--- config.mk ---
export PLATFORM = sky130hd
export DESIGN_NAME = nx_fifo_rd_sched
export DESIGN_NICKNAME = d
export VERILOG_FILES = /design/src/rtl/nx_fifo_sched_pkg.sv /design/src/rtl/nx_rr_pick.sv /design/src/rtl/nx_fifo_rd_sched.sv
export SDC_FILE = /design/constraint.sdc
export NUM_CORES = 1
export LEC_CHECK = 0
export ABC_AREA = 1
export CORE_MARGIN = 2
export CORE_UTILIZATION = 56
export DETAILED_ROUTE_END_ITERATION = 12
export PLACE_DENSITY_LB_ADDON = 0.08
export SLEW_MARGIN = 20
export SYNTH_ARGS = -nofsm -noshare
export SYNTH_HDL_FRONTEND = slang
export SYNTH_HIERARCHICAL = 1
export SYNTH_SLANG_ARGS = --single-unit
--- constraint.sdc ---
create_clock -name clk -period 4.7 [get_ports clk]
set_input_delay 0.705 -clock clk [delete_from_list [all_inputs] [get_ports clk]]
set_output_delay 0.705 -clock clk [all_outputs]
set_load 0.05 [all_outputs]
--- src/rtl/nx_fifo_sched_pkg.sv ---
// Shared types for the nx_fifo read scheduler: FSM state, read tag, and the
// rotating-priority index helper.
package nx_fifo_sched_pkg;

   typedef enum logic {
      IDLE  = 1'b0,
      GRANT = 1'b1
   } state_t;

   // Wide enough for any practical queue count; the top truncates to QW.
   localparam int TAG_QW = 8;

   typedef struct packed {
      logic              valid;
      logic [TAG_QW-1:0] qid;
   } tag_t;

   // Queue visited at search offset off (1..n) after base, wrapping modulo n.
   function automatic int rr_index(input int base, input int off, input int n);
      return (base + off) % n;
   endfunction

endpackage

--- src/rtl/nx_rr_pick.sv ---
// Rotating-priority picker: grants the first requester after 'last',
// wrapping modulo N so non-power-of-2 queue counts work.
module nx_rr_pick
   import nx_fifo_sched_pkg::*;
#(
   parameter int N = 4,
   parameter int W = 2
) (
   input  logic [N-1:0] req,
   input  logic [W-1:0] last,
   output logic [N-1:0] gnt,
   output logic [W-1:0] idx,
   output logic         found
);

   logic [W-1:0] cand;

   // 'last' itself is visited at offset N, so it wins only when alone.
   always_comb begin
      gnt   = '0;
      idx   = '0;
      found = 1'b0;
      cand  = '0;
      for (int k = 1; k <= N; k++) begin
         cand = W'(rr_index(int'(last), k, N));
         if (!found && req[cand]) begin
            found     = 1'b1;
            gnt[cand] = 1'b1;
            idx       = cand;
         end
      end
   end

endmodule

--- src/rtl/nx_fifo_rd_sched.sv ---
// Weighted round-robin read scheduler for NUM_Q FIFO controllers sharing one
// RAM read port, with credit-gated pops and a qid tag aligned to read data.
module nx_fifo_rd_sched
   import nx_fifo_sched_pkg::*;
#(
   parameter int NUM_Q   = 4,
   parameter int BURST   = 4,
   parameter int CREDITS = 8,
   parameter int RD_LAT  = 2,
   localparam int QW = $clog2(NUM_Q),
   localparam int CW = $clog2(CREDITS + 1),
   localparam int BW = $clog2(BURST + 1)
) (
   input  logic             clk,
   input  logic             rst,
   input  logic             enable,
   input  logic [NUM_Q-1:0] q_empty,
   output logic [NUM_Q-1:0] q_ren,
   output logic             rd_valid,
   output logic [QW-1:0]    rd_qid,
   input  logic             credit_return,
   output logic [CW-1:0]    credits,
   output logic             busy,
   output logic             cred_err
);

   state_t        state;
   logic [QW-1:0] cur_q;
   logic [QW-1:0] last_q;
   logic [BW-1:0] burst_cnt;
   logic [CW-1:0] credit_cnt;
   tag_t          pipe [RD_LAT];

   logic             issue_ok;
   logic             release_q;
   logic             pop_new;
   logic             pop_cur;
   logic             pop;
   logic [QW-1:0]    pop_qid;
   logic [QW-1:0]    pick_last;
   logic [NUM_Q-1:0] pick_gnt;
   logic [QW-1:0]    pick_idx;
   logic             pick_found;
   logic [NUM_Q-1:0] cur_onehot;
   logic             tags_live;

   assign issue_ok  = enable && (credit_cnt != '0);
   assign release_q = (state == GRANT) &&
                      ((burst_cnt == BW'(BURST)) || q_empty[cur_q]);
   // On release the outgoing queue becomes the lowest-priority requester.
   assign pick_last = (state == GRANT) ? cur_q : last_q;

   nx_rr_pick #(
      .N (NUM_Q),
      .W (QW)
   ) u_pick (
      .req   (~q_empty),
      .last  (pick_last),
      .gnt   (pick_gnt),
      .idx   (pick_idx),
      .found (pick_found)
   );

   always_comb begin
      cur_onehot        = '0;
      cur_onehot[cur_q] = 1'b1;
   end

   assign pop_new = issue_ok && pick_found && ((state == IDLE) || release_q);
   assign pop_cur = (state == GRANT) && !release_q && issue_ok;
   assign pop     = pop_new || pop_cur;
   assign pop_qid = pop_new ? pick_idx : cur_q;
   assign q_ren   = pop_new ? pick_gnt : (pop_cur ? cur_onehot : '0);

   always_ff @(posedge clk) begin
      if (rst) begin
         state     <= IDLE;
         cur_q     <= '0;
         last_q    <= QW'(NUM_Q - 1);
         burst_cnt <= '0;
      end else begin
         case (state)
            IDLE: begin
               if (pop_new) begin
                  cur_q     <= pick_idx;
                  burst_cnt <= BW'(1);
                  state     <= GRANT;
               end
            end
            GRANT: begin
               if (release_q) begin
                  last_q <= cur_q;
                  if (pop_new) begin
                     cur_q     <= pick_idx;
                     burst_cnt <= BW'(1);
                  end else begin
                     burst_cnt <= '0;
                     state     <= IDLE;
                  end
               end else if (pop_cur) begin
                  burst_cnt <= burst_cnt + BW'(1);
               end
            end
            default: state <= IDLE;
         endcase
      end
   end

   // A pop and a return in the same cycle cancel; an over-return is flagged.
   always_ff @(posedge clk) begin
      if (rst) begin
         credit_cnt <= CW'(CREDITS);
         cred_err   <= 1'b0;
      end else begin
         if (credit_return && (credit_cnt == CW'(CREDITS)))
            cred_err <= 1'b1;
         if (pop && !credit_return)
            credit_cnt <= credit_cnt - CW'(1);
         else if (!pop && credit_return && (credit_cnt != CW'(CREDITS)))
            credit_cnt <= credit_cnt + CW'(1);
      end
   end

   // qid fields hold their last value so rd_qid is stable while rd_valid=0.
   always_ff @(posedge clk) begin
      if (rst) begin
         for (int i = 0; i < RD_LAT; i++) pipe[i] <= '0;
      end else begin
         pipe[0].valid <= pop;
         if (pop) pipe[0].qid <= TAG_QW'(pop_qid);
         for (int i = 1; i < RD_LAT; i++) begin
            pipe[i].valid <= pipe[i-1].valid;
            if (pipe[i-1].valid) pipe[i].qid <= pipe[i-1].qid;
         end
      end
   end

   always_comb begin
      tags_live = 1'b0;
      for (int i = 0; i < RD_LAT; i++) tags_live = tags_live | pipe[i].valid;
   end

   assign rd_valid = pipe[RD_LAT-1].valid;
   assign rd_qid   = pipe[RD_LAT-1].qid[QW-1:0];
   assign credits  = credit_cnt;
   assign busy     = (state != IDLE) || tags_live;

endmodule

* After elaboration in Yosys (flattened, before gate mapping) *
Memories as Yosys holds them, arrays and structs flattened.
Index checks and enable logic that the tools add are counted.

word-level totals
  bits in registers = 13
  RAM bits = 18
  input bits = 8
  output and inout port bits = 13
  logic and storage cells = 133
  memories = 1

memory list
  name  depth  bits a word  read ports  clocked after memory_dff  wr ports  RTL line                source
  pipe  2      9            2           0                         2         nx_fifo_rd_sched.sv:32  tag_t pipe [RD_LAT];

operators by class
  add/sub/neg operators = 7
  order comparisons = 10
  eq/ne operators = 6
  muxes and demuxes = 61
  bitwise operators = 10
  reductions and logical operators = 32

operators by type and width
  kind                   number
  $mux W4                8
  $mux W1                28
  $logic_and A1 B1 Y1    18
  $mux W8                2
  $lt A2 B3 Y1 const B   5
  $mux W2                7
  $or A4 B4 Y4           3
  $bmux W1 S2            5
  $demux W1 S2           5
  $ge A2 B1 Y1 const B   5
  $mux W3                3
  $logic_not A1 Y1       6
  $pmux W3 S2            1
  $or A1 B1 Y1           5
  $add A2 B1 Y2 const B  2
  $add A2 B2 Y2 const B  2
  $add A4 B1 Y4 const B  1
  $eq A4 B4 Y1 const B   1
  $logic_or A1 B1 Y1     4
  $ne A4 B4 Y1 const B   1
  $not A4 Y4             1
  $pmux W2 S2            1
  $reduce_and A2 Y1      2
  $reduce_bool A4 Y1     1
  9 further kinds        9

* Logic depth before layout (Yosys ltp) *
Gate-level depths: netlist of the first run.

  word-level depth = 22
  gate-level depth with buffers = 26

* By module *
Netlist of the first run, hierarchy kept.

modules (own cells, without submodules)
  module            times used  cells an instance  area each (sq um)
  nx_fifo_rd_sched  1           146                1143.6
  nx_rr_pick        1           81                 535.5

* Worst setup path before layout of the first run *
Ideal clock, no wire load.

  path kind = register -> output
  from = register state
  to = output q_ren[0]
  arrival time = 3.422 ns
  data required time = 3.995 ns
  path slack = 0.573 ns
  cell stages (with the launch flop) = 18
  buffers on the path = 2
  path through = dfxtp_1 > clkbuf_2 > inv_1 > o21ai_0 > inv_1 > ha_1 > inv_2 > nand3_4 > nand2_4 > nor2_4 > buf_6 > nand4_1 > nand2_1 > inv_1 > nand2_4 > inv_2 > nand2_1 > o21ai_0

on the way
  longest elaborated chain between the ends = 17
  elaborated cells on any way between the ends = 60

ends and longest elaborated chain
  element                               RTL line                 source
  from (decl)                           nx_fifo_rd_sched.sv:27   state_t state;
  from (signal assigned)                nx_fifo_rd_sched.sv:77   state <= IDLE;
  from (signal assigned)                nx_fifo_rd_sched.sv:87   state <= GRANT;
  from (signal assigned)                nx_fifo_rd_sched.sv:98   state <= IDLE;
  $mux W2 (*)                           nx_fifo_rd_sched.sv:51   assign pick_last = (state == GRANT) ? cur_q : last_q;
  via pick_last[1]                      nx_fifo_rd_sched.sv:40   logic [QW-1:0] pick_last;
  $add A2 B1 Y2                         nx_fifo_sched_pkg.sv:20  return (base + off) % n;
  $bmux W1 S2                           nx_rr_pick.sv:26         if (!found && req[cand]) begin
  $mux W1 (implied by the code)         nx_rr_pick.sv:26
  $mux W1                               nx_rr_pick.sv:26
  $logic_not A1 Y1                      nx_rr_pick.sv:26
  $logic_and A1 B1 Y1                   nx_rr_pick.sv:26
  [2 not listed]                        n/a
  $logic_and A1 B1 Y1                   nx_rr_pick.sv:26
  $mux W1                               nx_rr_pick.sv:26
  $logic_not A1 Y1                      nx_rr_pick.sv:26
  $logic_and A1 B1 Y1                   nx_rr_pick.sv:26
  $mux W1 (*)                           nx_rr_pick.sv:26
  via pick_found                        nx_fifo_rd_sched.sv:43   logic pick_found;
  $logic_and A1 B1 Y1 (*) (2 in a row)  nx_fifo_rd_sched.sv:69   assign pop_new = issue_ok && pick_found && ((state == IDLE) || release_q);
  $mux W4 (*)                           nx_fifo_rd_sched.sv:73   assign q_ren = pop_new ? pick_gnt : (pop_cur ? cur_onehot : '0);
  to (decl)                             nx_fifo_rd_sched.sv:18   output logic [NUM_Q-1:0] q_ren,

The timed path passes the listed nets; every way through them passes the cells marked *. The select of a mux whose other input is x is not followed.

* Final worst setup path of the first run *
  from = register state
  to = output q_ren[2]

Same word-level chain as after synthesis.

==> flow_summary.json, run 1 <==
{
  "period_minus_slack_ns": 4.16,
  "wl_met3_um": 189,
  "path_common_cell": "inv_1",
  "dr_wl_met2_um": 1390,
  "clock_latency_ns": 0.31,
  "ctsResizeCount": 0,
  "setup_tns_ns": 0,
  "syn_area_per_cell_um2": 7.40,
  "async_reset_ff_frac": 0,
  "combPwrFrac": 0.749,
  "root_buffer": "clkbuf_4",
  "fp.dieArea_um2": 3450,
  "cp.arrival_ns": 3.46,
  "num_vias": 1526,
  "leakage_nw": 0.937,
  "cts_setup_buffers": 0,
  "yosysWarnings": 6,
  "fin_skew_ns": 0.00980,
  "slowest_delay_ns": 0.57,
  "start_kind": "flop",
  "gp_congestion": 0.897,
  "failed_checks": "design-rule violations",
  "reg2reg_to": "credits[3]$_SDFFE_PP1P_",
  "worstPathRequired_ns": 3.99,
  "place_worst_setup_slack_ns": 0.894,
  "die_h_um": 58.8,
  "cts_tree": "done",
  "placementRows": 19,
  "start_util": 0.599,
  "holdWs_ns": 0.463,
  "dp_hpwl_um": 2750,
  "cp_max_fo": 12,
  "worstHoldEndpoint": "cred_err$_SDFFE_PP0P_",
  "drtAntennaViolNets": 0,
  "status": "complete, but fails checks",
  "p_per_area_nw_per_um2": 728,
  "p_sw_frac": 0.575,
  "fin_nets": 272,
  "synthFlopType": "dfxtp_1",
  "peakVddDrop_mv": 0.374,
  "path_clk_slew_ns": 0.11,
  "met1_length_um": 1840,
  "setup_ws_ns": 0.539,
  "grt_start_max_net_pins": 15,
  "top_layer": "met4",
  "slew_violations": 0,
  "ys_seq_area_frac": 0.262,
  "yosysMostFrequentCell": "nand2_1",
  "grt_pass1_vias": 1366,
  "max_freq_mhz": 240,
  "ctsHoldBuffers": 0,
  "worst_pin_slew_ns": 0.501,
  "seqPwrFrac": 0.191,
  "critPathKind": "flop to primary output",
  "die_x_um": 58.8,
  "r2r_setup_slack_ns": 0.83,
  "cts_htree_levels": 1,
  "p_switching_uw": 804,
  "synthTopCellsByArea": "dfxtp_1 (15%), edfxtp_1 (11%), ha_1 (8.9%)",
  "track_usage": 0.229,
  "overflow": 0,
  "routed_wl_um": 3460,
  "rr_worst_depth": 23,
  "reg2reg_from": "state$_SDFF_PP0_",
  "dr.pass1.iters": 8,
  "diodes": 0,
  "core-area_um2": 2810,
  "endpoint_kind": "primary output",
  "hold_depth": 2,
  "io_buffers": 20,
  "crit_chain": "inv_1 > o21ai_0 > buf_4 > inv_1 > ha_1 > inv_2 > nand3_4 > nand2_4 > nor2_4 > nand4_1 > nand2_1 > inv_1 > nand2_4 > inv_2 > nand2_1 > o31ai_1 > buf_4",
  "ys_types": 36,
  "hold_violations": 0,
  "drcViolationCount": 1,
  "ios": 21,
  "netlist_area_um2": 1680,
  "viasPerCell": 5.43,
  "cts_made_buffers": 3,
  "syn_inst": 227,
  "areaGrowthSynthToFinish_pct": 14.4,
  "rsz0062_at_grt": "false",
  "synth_seq_cells": 19,
  "grt_antenna_before_repair": 0,
  "grt_pass1_wl_um": 6070,
  "p_clk_frac": 0.060,
  "clock_path_buffers": 2,
  "synth-edff-count": 6,
  "drive_gt1_frac": 0.172,
  "cap_violations": 0,
  "netlist.area_leader.share": 0.155,
  "hp-class": "flop to flop",
  "setup_viol": 0,
  "drt_iter0_markers": 75,
  "cts_sinks": 19,
  "worst_path_max_delay_cell": "dfxtp_1",
  "hold_path.startpoint": "cred_err$_SDFFE_PP0P_",
  "slew_headroom": 0.665,
  "routedWlPerCell_um": 12.3,
  "synth_top_area_cell": "dfxtp_1",
  "p_int_uw": 595,
  "fin_crit_sh": 0.885,
  "synthTopCellsByCount": "nand2_1 (40), nand3_1 (29), inv_1 (28)"
}
==> flip-flops by register name (all words and copies together), names as in the netlist <==
signal / count
state: 1
last_q: 2
cur_q: 2
pipe: 6
credits: 4
cred_err: 1
burst_cnt: 3
==> how the worst max path moves through the flow <==
stage,depth (start not counted),from,to,slack (ns)
final,17,state$_SDFF_PP0_,q_ren[2],0.54
after global routing,17,state$_SDFF_PP0_,q_ren[2],0.18
after CTS,17,state$_SDFF_PP0_,q_ren[2],0.55
after detailed placement,23,state$_SDFF_PP0_,credits[3]$_SDFFE_PP1P_,0.89
after global placement,16,state$_SDFF_PP0_,q_ren[2],0.96
after floorplan,17,state$_SDFF_PP0_,q_ren[0],0.57
==> power by group through the flow <==
stage | combinational (mW) | clock [mW] | sequential [mW]
6_report | 1.05 | 0.0839 | 0.267
5_1_grt | 1.16 | 0.0928 | 0.274
4_1_cts | 1.04 | 0.0861 | 0.267
3_5_place_dp | 1.04 | 0 | 0.271
3_3_place_gp | 1.04 | 0 | 0.270
2_1_floorplan | 0.782 | 0 | 0.326
==> final cells by class <==
class | instances | area, µm²
clock buffer | 4 | 26.3
sequential | 19 | 440
tap | 31 | 38.8
multi-input combinational | 170 | 1070
timing repair buffer | 22 | 205
inverter | 35 | 140
fill | 258 | 885
==> layout by cell type, fill, tap and decap left out, types with 3 or more instances in the layout <==
cell and n:
a21boi_0 4, a21oi_1 20, buf_4 6, clkbuf_4 3, clkdlybuf4s50_1 16, dfxtp_1 13
edfxtp_1 6, ha_1 12, inv_1 28, inv_2 5, nand2_1 40, nand2_2 8
nand2_4 7, nand3_1 29, nand4_1 8, nor2_1 11, nor2_4 3, o21ai_0 4
o31ai_1 3
==> per-layer routing <==
metal | track usage | vias to the layer above
li1 | - | 805
met1 | 0.346 | 681
met2 | 0.310 | 35
met3 | 0.0549 | 5
met4 | 0.0877 | 0
met5 | 0 | -
==> logic make-up (layout without fill, tap and decap cells) <==
family | count (synthesis) | count (layout) | synth area share
and+or+nand+nor | 114 | 114 | 0.384
AOI/OAI and AO/OA | 40 | 40 | 0.142
buffers and inverters | 39 | 61 | 0.103
DFF | 19 | 19 | 0.262
adders and majority gates | 13 | 13 | 0.101
other | 1 | 2 | 0.00223
xor gates and xnor gates | 1 | 1 | 0.00522
==> worst max-delay path: cells and delay by family, from the launching register on <==
kind            cells  cell delay [ns]
fa+ha+maj           1             0.40
buf+inv             7             0.93
simple gates        7             1.01
compound gates      2             0.26
flops               1             0.57
==> metrics by stage <==
| step | cells | area, µm² | power [mW] | util |
|---|---|---|---|---|
| finish | 281 | 1920 | 1.40 | 0.685 |
| global route | 281 | 1920 | 1.53 | 0.685 |
| CTS | 281 | 1920 | 1.40 | 0.685 |
| detailed placement | 277 | 1890 | 1.31 | 0.675 |
| global placement | 277 | 1890 | 1.31 | 0.675 |
| floorplan | 228 | 1680 | 1.11 | - |
(Power assumes the default switching activity.)
==> inputs of run 2 (changes only) <==
- GPL_TIMING_DRIVEN: default -> 0
==> run 2 against run 1 <==
Net effect:
- critical path type unchanged
- final area increased by 1.2%
- the run still ends with design-rule violations left
- combinational power barely moved
- via count up 3.2%
- wire length up 3.5%
- first-iteration DRC count grew 21%
==> flow_summary.json, run 2 (same netlist as run 1, synthesis figures left out) <==
{
  "hp-class": "flop to flop",
  "combPwrFrac": 0.759,
  "failed_checks": "design-rule violations",
  "setup_ws_ns": 0.351,
  "met1_length_um": 1790,
  "root_buffer": "clkbuf_4",
  "p_per_area_nw_per_um2": 732,
  "dr_wl_met2_um": 1580,
  "placementRows": 19,
  "die_x_um": 58.8,
  "cp.arrival_ns": 3.64,
  "status": "complete, but fails checks",
  "rsz0062_at_grt": "false",
  "p_int_uw": 600,
  "grt_start_max_net_pins": 14,
  "drtAntennaViolNets": 0,
  "cts_sinks": 19,
  "hold_violations": 0,
  "start_util": 0.599,
  "fin_nets": 274,
  "grt_pass1_vias": 1333,
  "setup_viol": 0,
  "dr.pass1.iters": 8,
  "areaGrowthSynthToFinish_pct": 15.7,
  "core-area_um2": 2810,
  "period_minus_slack_ns": 4.35,
  "path_clk_slew_ns": 0.11,
  "worst_path_max_delay_cell": "ha_1",
  "gp_congestion": 0.883,
  "overflow": 0,
  "cp_max_fo": 13,
  "critPathKind": "flop to primary output",
  "regMostFlops": "pipe",
  "drive_gt1_frac": 0.187,
  "grt_pass1_wl_um": 6000,
  "drcViolationCount": 1,
  "diodes": 0,
  "endpoint_kind": "primary output",
  "ios": 21,
  "p_clk_frac": 0.058,
  "mostFrequentLayoutCell": "nand2_1",
  "crit_chain": "clkbuf_2 > inv_1 > o21ai_2 > buf_6 > inv_8 > ha_1 > inv_2 > nand3_4 > nand2_4 > nor2_4 > buf_6 > nand4_1 > nand2_1 > inv_1 > nand2_4 > inv_2 > nand2_1 > o31ai_1 > clkbuf_2",
  "cts_setup_buffers": 0,
  "max_freq_mhz": 230,
  "dp_hpwl_um": 2790,
  "place_inst": 279,
  "place_worst_setup_slack_ns": -0.420,
  "fin_crit_sh": 0.925,
  "multi_input_area_um2": 1080,
  "fin_skew_ns": 0.00488,
  "routedWlPerCell_um": 12.7,
  "worstPathRequired_ns": 3.99,
  "cts_htree_levels": 1,
  "slowest_delay_ns": 0.38,
  "cap_violations": 0,
  "cts_made_buffers": 3,
  "drt_iter0_markers": 91,
  "slew_headroom": 0.664,
  "die_h_um": 58.8,
  "leakage_nw": 0.948,
  "start_kind": "flop",
  "cts_tree": "done",
  "num_vias": 1575,
  "clock_path_buffers": 2,
  "worst_pin_slew_ns": 0.502,
  "slew_violations": 0,
  "ctsHoldBuffers": 0,
  "io_buffers": 20,
  "peakVddDrop_mv": 0.396,
  "clock_latency_ns": 0.30,
  "viasPerCell": 5.57,
  "nFillCells": 259,
  "fp.dieArea_um2": 3450,
  "largest_register_ffs": 6,
  "regArea_um2": 440,
  "final_cells": 283,
  "p_switching_uw": 823,
  "top_layer": "met4",
  "track_usage": 0.223,
  "final_cell_mix": "nand2_1 (40), nand3_1 (29), inv_1 (28)",
  "wl_met3_um": 197,
  "grt_antenna_before_repair": 0,
  "p_sw_frac": 0.578,
  "seqPwrFrac": 0.183,
  "routed_wl_um": 3580
}
-- run 2: cell count changes in the layout (fill, tap and decap cells not counted) --
cell,change
o21ai_2,+1
buf_2,+1
o21ai_0,-1
buf_4,-6
buf_6,+2
clkbuf_2,+5
o21ai_4,+1
o21ai_1,-1
-- run 2: path summary, 6_finish.rpt --
kind	startpoint	end	slack [ns]	depth (start not counted)
setup reg to reg	state$_SDFF_PP0_	credits[3]$_SDFFE_PP1P_	0.66	25
hold reg to reg	cred_err$_SDFFE_PP0P_	cred_err$_SDFFE_PP0P_	0.48	2
setup / recovery	state$_SDFF_PP0_	q_ren[2]	0.35	19
hold / removal	cred_err$_SDFFE_PP0P_	cred_err$_SDFFE_PP0P_	0.48	2
-- run 2: timing repair --
action                     CTS  global route
resized for setup            7            14
setup endpoints to repair    4             4
cloned                       0             0
-- run 2: routing by layer --
| layer | up-vias | track usage |
|---|---|---|
| met5 | - | 0 |
| met4 | 0 | 0.0390 |
| met3 | 2 | 0.0418 |
| met2 | 42 | 0.332 |
| met1 | 720 | 0.337 |
| li1 | 811 | - |
-- run 2: worst max-delay path, delay by kind of cell (launching register included) --
kind	cells	cell delay, ns
buffers and inverters	9	1.35
AND/OR/NAND/NOR	7	0.93
adder cells (fa/ha/maj)	1	0.38
AO/OA/AOI/OAI	2	0.37
flip-flops	1	0.33
-- run 2: per-stage QoR --
stage / hold WS, ns / power, mW / TNS (ns) / instance area [µm²] / util
after floorplan: 0.446 / 1.11 / 0 / 1680 / -
after global placement: 0.440 / 1.32 / -1.57 / 1920 / 0.685
after detailed placement: 0.471 / 1.33 / -1.62 / 1920 / 0.685
after CTS: 0.486 / 1.41 / 0 / 1950 / 0.694
after global routing: 0.503 / 1.54 / 0 / 1940 / 0.693
final: 0.480 / 1.42 / 0 / 1940 / 0.693
-- run 2: power by group through the flow --
| stage | Combinational [mW] | Sequential, mW | Clock (mW) |
|---|---|---|---|
| final | 1.08 | 0.260 | 0.0832 |
| after detailed placement | 1.07 | 0.263 | 0 |
| after global routing | 1.18 | 0.265 | 0.0935 |
| after floorplan | 0.782 | 0.326 | 0 |
| after global placement | 1.06 | 0.262 | 0 |
| after CTS | 1.06 | 0.259 | 0.0822 |
-- run 2: cell type report --
type,instances,area share
clock buffers,4,0.0135
multi-input cells,170,0.558
well taps,31,0.0200
repair buffers,20,0.0927
inverters,35,0.0721
flip-flops and latches,19,0.227
plain buffers,4,0.0167
==> inputs of run 3 (changes only) <==
- CORE_UTILIZATION: 56 -> 60
- GPL_ROUTABILITY_DRIVEN: default -> 0
- clock period: 4.7 -> 5.35 ns (I/O delays scaled with it)
==> run 3 against run 2 <==
Net effect:
- the flow now finishes without violations
- combinational power decreased by 13%
- via count down 4.2%
- critical path type unchanged
- sequential cell count stayed put
- worst hold slack worse by 0.018 ns
- sequential share of layout area is 0.12 points lower
==> flow_summary.json, run 3 (same netlist as run 1, synthesis figures left out) <==
{
  "status": "complete, no violations",
  "cts_made_buffers": 3,
  "routed_wl_um": 3420,
  "grt_pass1_vias": 1312,
  "fin_skew_ns": 0.00867,
  "critical_path.top_delay_family": "buffers and inverters",
  "start_kind": "flop",
  "slew_violations": 0,
  "fp.dieArea_um2": 3240,
  "cp.arrival_ns": 4.19,
  "critPathKind": "flop to primary output",
  "track_usage": 0.221,
  "power_mw": 1.24,
  "max_freq_mhz": 200,
  "largest_register_ffs": 6,
  "final_cells": 283,
  "worst_path_max_delay_cell": "clkdlybuf4s50_1",
  "mostFrequentLayoutCell": "nand2_1",
  "overflow": 0,
  "nFillCells": 233,
  "start_util": 0.620,
  "ctsHoldBuffers": 0,
  "path_buf_inv": 9,
  "slew_headroom": 0.663,
  "seqPwrFrac": 0.184,
  "routedWlPerCell_um": 12.1,
  "reg2reg_from": "state$_SDFF_PP0_",
  "path_clk_slew_ns": 0.12,
  "holdWs_ns": 0.461,
  "fin_nets": 274,
  "diodes": 0,
  "fin_crit_sh": 0.933,
  "slowest_delay_ns": 0.85,
  "rsz0062_at_grt": "false",
  "die_x_um": 56.9,
  "r2r_setup_slack_ns": 1.29,
  "cts_htree_levels": 1,
  "placementRows": 19,
  "p_switching_uw": 703,
  "p_sw_frac": 0.566,
  "cap_violations": 0,
  "worst_pin_slew_ns": 0.503,
  "endpoint_kind": "primary output",
  "grt_start_max_net_pins": 14,
  "drtAntennaViolNets": 0,
  "fin_area_um2": 1950,
  "setup_tns_ns": 0,
  "hp-class": "flop to flop",
  "grt_pass1_wl_um": 5750,
  "areaGrowthSynthToFinish_pct": 16.3,
  "clock_path_buffers": 2,
  "cp_max_fo": 13,
  "top_layer": "met4",
  "endpoint": "q_ren[2]",
  "dr_wl_met2_um": 1670,
  "root_buffer": "clkbuf_4",
  "p_int_uw": 539,
  "crit_chain": "clkbuf_2 > inv_1 > o21ai_1 > buf_6 > inv_8 > ha_1 > inv_2 > nand3_4 > nand2_4 > nor2_4 > buf_6 > nand4_1 > nand2_1 > inv_1 > nand2_4 > inv_2 > nand2_1 > o31ai_1 > clkdlybuf4s50_1",
  "met1_length_um": 1620,
  "io_buffers": 20,
  "period_minus_slack_ns": 4.99,
  "path_depth": 19,
  "cts_sinks": 19,
  "clock_latency_ns": 0.31,
  "viasPerCell": 5.33,
  "core-area_um2": 2710,
  "place_inst": 279,
  "reg2reg_to": "credits[3]$_SDFFE_PP1P_",
  "num_vias": 1509,
  "critPathLaunch": "state$_SDFF_PP0_",
  "dr.pass1.iters": 4,
  "ios": 21,
  "die_h_um": 56.9,
  "grt_antenna_before_repair": 0,
  "wl_met3_um": 96,
  "final_cell_mix": "nand2_1 (40), nand3_1 (29), inv_1 (28)",
  "cts_tree": "done",
  "leakage_nw": 0.945,
  "dp_hpwl_um": 2750,
  "p_clk_frac": 0.061,
  "p_per_area_nw_per_um2": 636,
  "drt_iter0_markers": 65,
  "setup_viol": 0,
  "combPwrFrac": 0.754,
  "peakVddDrop_mv": 0.452,
  "drive_gt1_frac": 0.171,
  "worstPathRequired_ns": 4.55,
  "placed_area_um2": 1920,
  "rr_worst_depth": 25,
  "hold_depth": 2,
  "drcViolationCount": 0,
  "hold_violations": 0,
  "regMostFlops": "pipe"
}
[run 3: cell count changes in the layout (fill, tap and decap cells not counted)]
cell,delta
clkbuf_1,-1
clkbuf_2,-4
clkdlybuf4s50_1,+4
clkinv_2,+1
o21ai_1,+1
o21ai_4,-1
[run 3: power by group through the flow]
stage,combinational [mW],clock (mW),sequential (mW)
final,0.937,0.0760,0.229
after global routing,1.04,0.0823,0.232
after CTS,0.934,0.0766,0.228
after detailed placement,0.933,0,0.232
after global placement,0.924,0,0.230
after floorplan,0.687,0,0.286
[run 3: tightest hold or removal path, cell delays in order (launching register included)]
cell     delay (ns)
dfxtp_1        0.33
inv_1          0.05
a21oi_1        0.05
[run 3: layer usage]
| metal | GRT usage | vias to the layer above |
|---|---|---|
| met2 | 0.376 | 26 |
| met5 | 0 | - |
| met4 | 0.0598 | 0 |
| li1 | - | 810 |
| met3 | 0.0276 | 4 |
| met1 | 0.295 | 669 |
[run 3: repair_timing]
action | 4_1_cts | 5_1_grt
endpoints found under the setup margin | 4 | 4
pin swaps | 0 | 0
hold endpoints to repair | 0 | 0
gates cloned | 0 | 0
gates resized for setup | 1 | 2
buffers inserted | 0 | 0
[run 3: worst min-delay path by stage]
stage                           start                     end
2_1_floorplan  last_q[0]$_SDFFE_PP1P_  last_q[0]$_SDFFE_PP1P_
3_3_place_gp    cred_err$_SDFFE_PP0P_   cred_err$_SDFFE_PP0P_
3_5_place_dp    cred_err$_SDFFE_PP0P_   cred_err$_SDFFE_PP0P_
4_1_cts         cred_err$_SDFFE_PP0P_   cred_err$_SDFFE_PP0P_
5_1_grt         cred_err$_SDFFE_PP0P_   cred_err$_SDFFE_PP0P_
6_report        cred_err$_SDFFE_PP0P_   cred_err$_SDFFE_PP0P_
[run 3: through the flow]
stage                      util  setup slack [ns]
final                     0.721             0.357
after floorplan               -              1.13
after global placement    0.709             0.154
after detailed placement  0.709             0.113
after global routing      0.721            0.0564
after CTS                 0.719             0.157
[run 3: layout make-up]
class / instances / area, µm² / area share
Multi-Input combinational cell: 170 / 1070 / 0.550
Sequential cell: 19 / 440 / 0.225
Inverter: 35 / 140 / 0.0717
Clock inverter: 1 / 5.00 / 0.00256
Timing Repair Buffer: 20 / 200 / 0.102
Buffer: 4 / 32.5 / 0.0167
Tap cell: 31 / 38.8 / 0.0199
Clock buffer: 3 / 22.5 / 0.0115
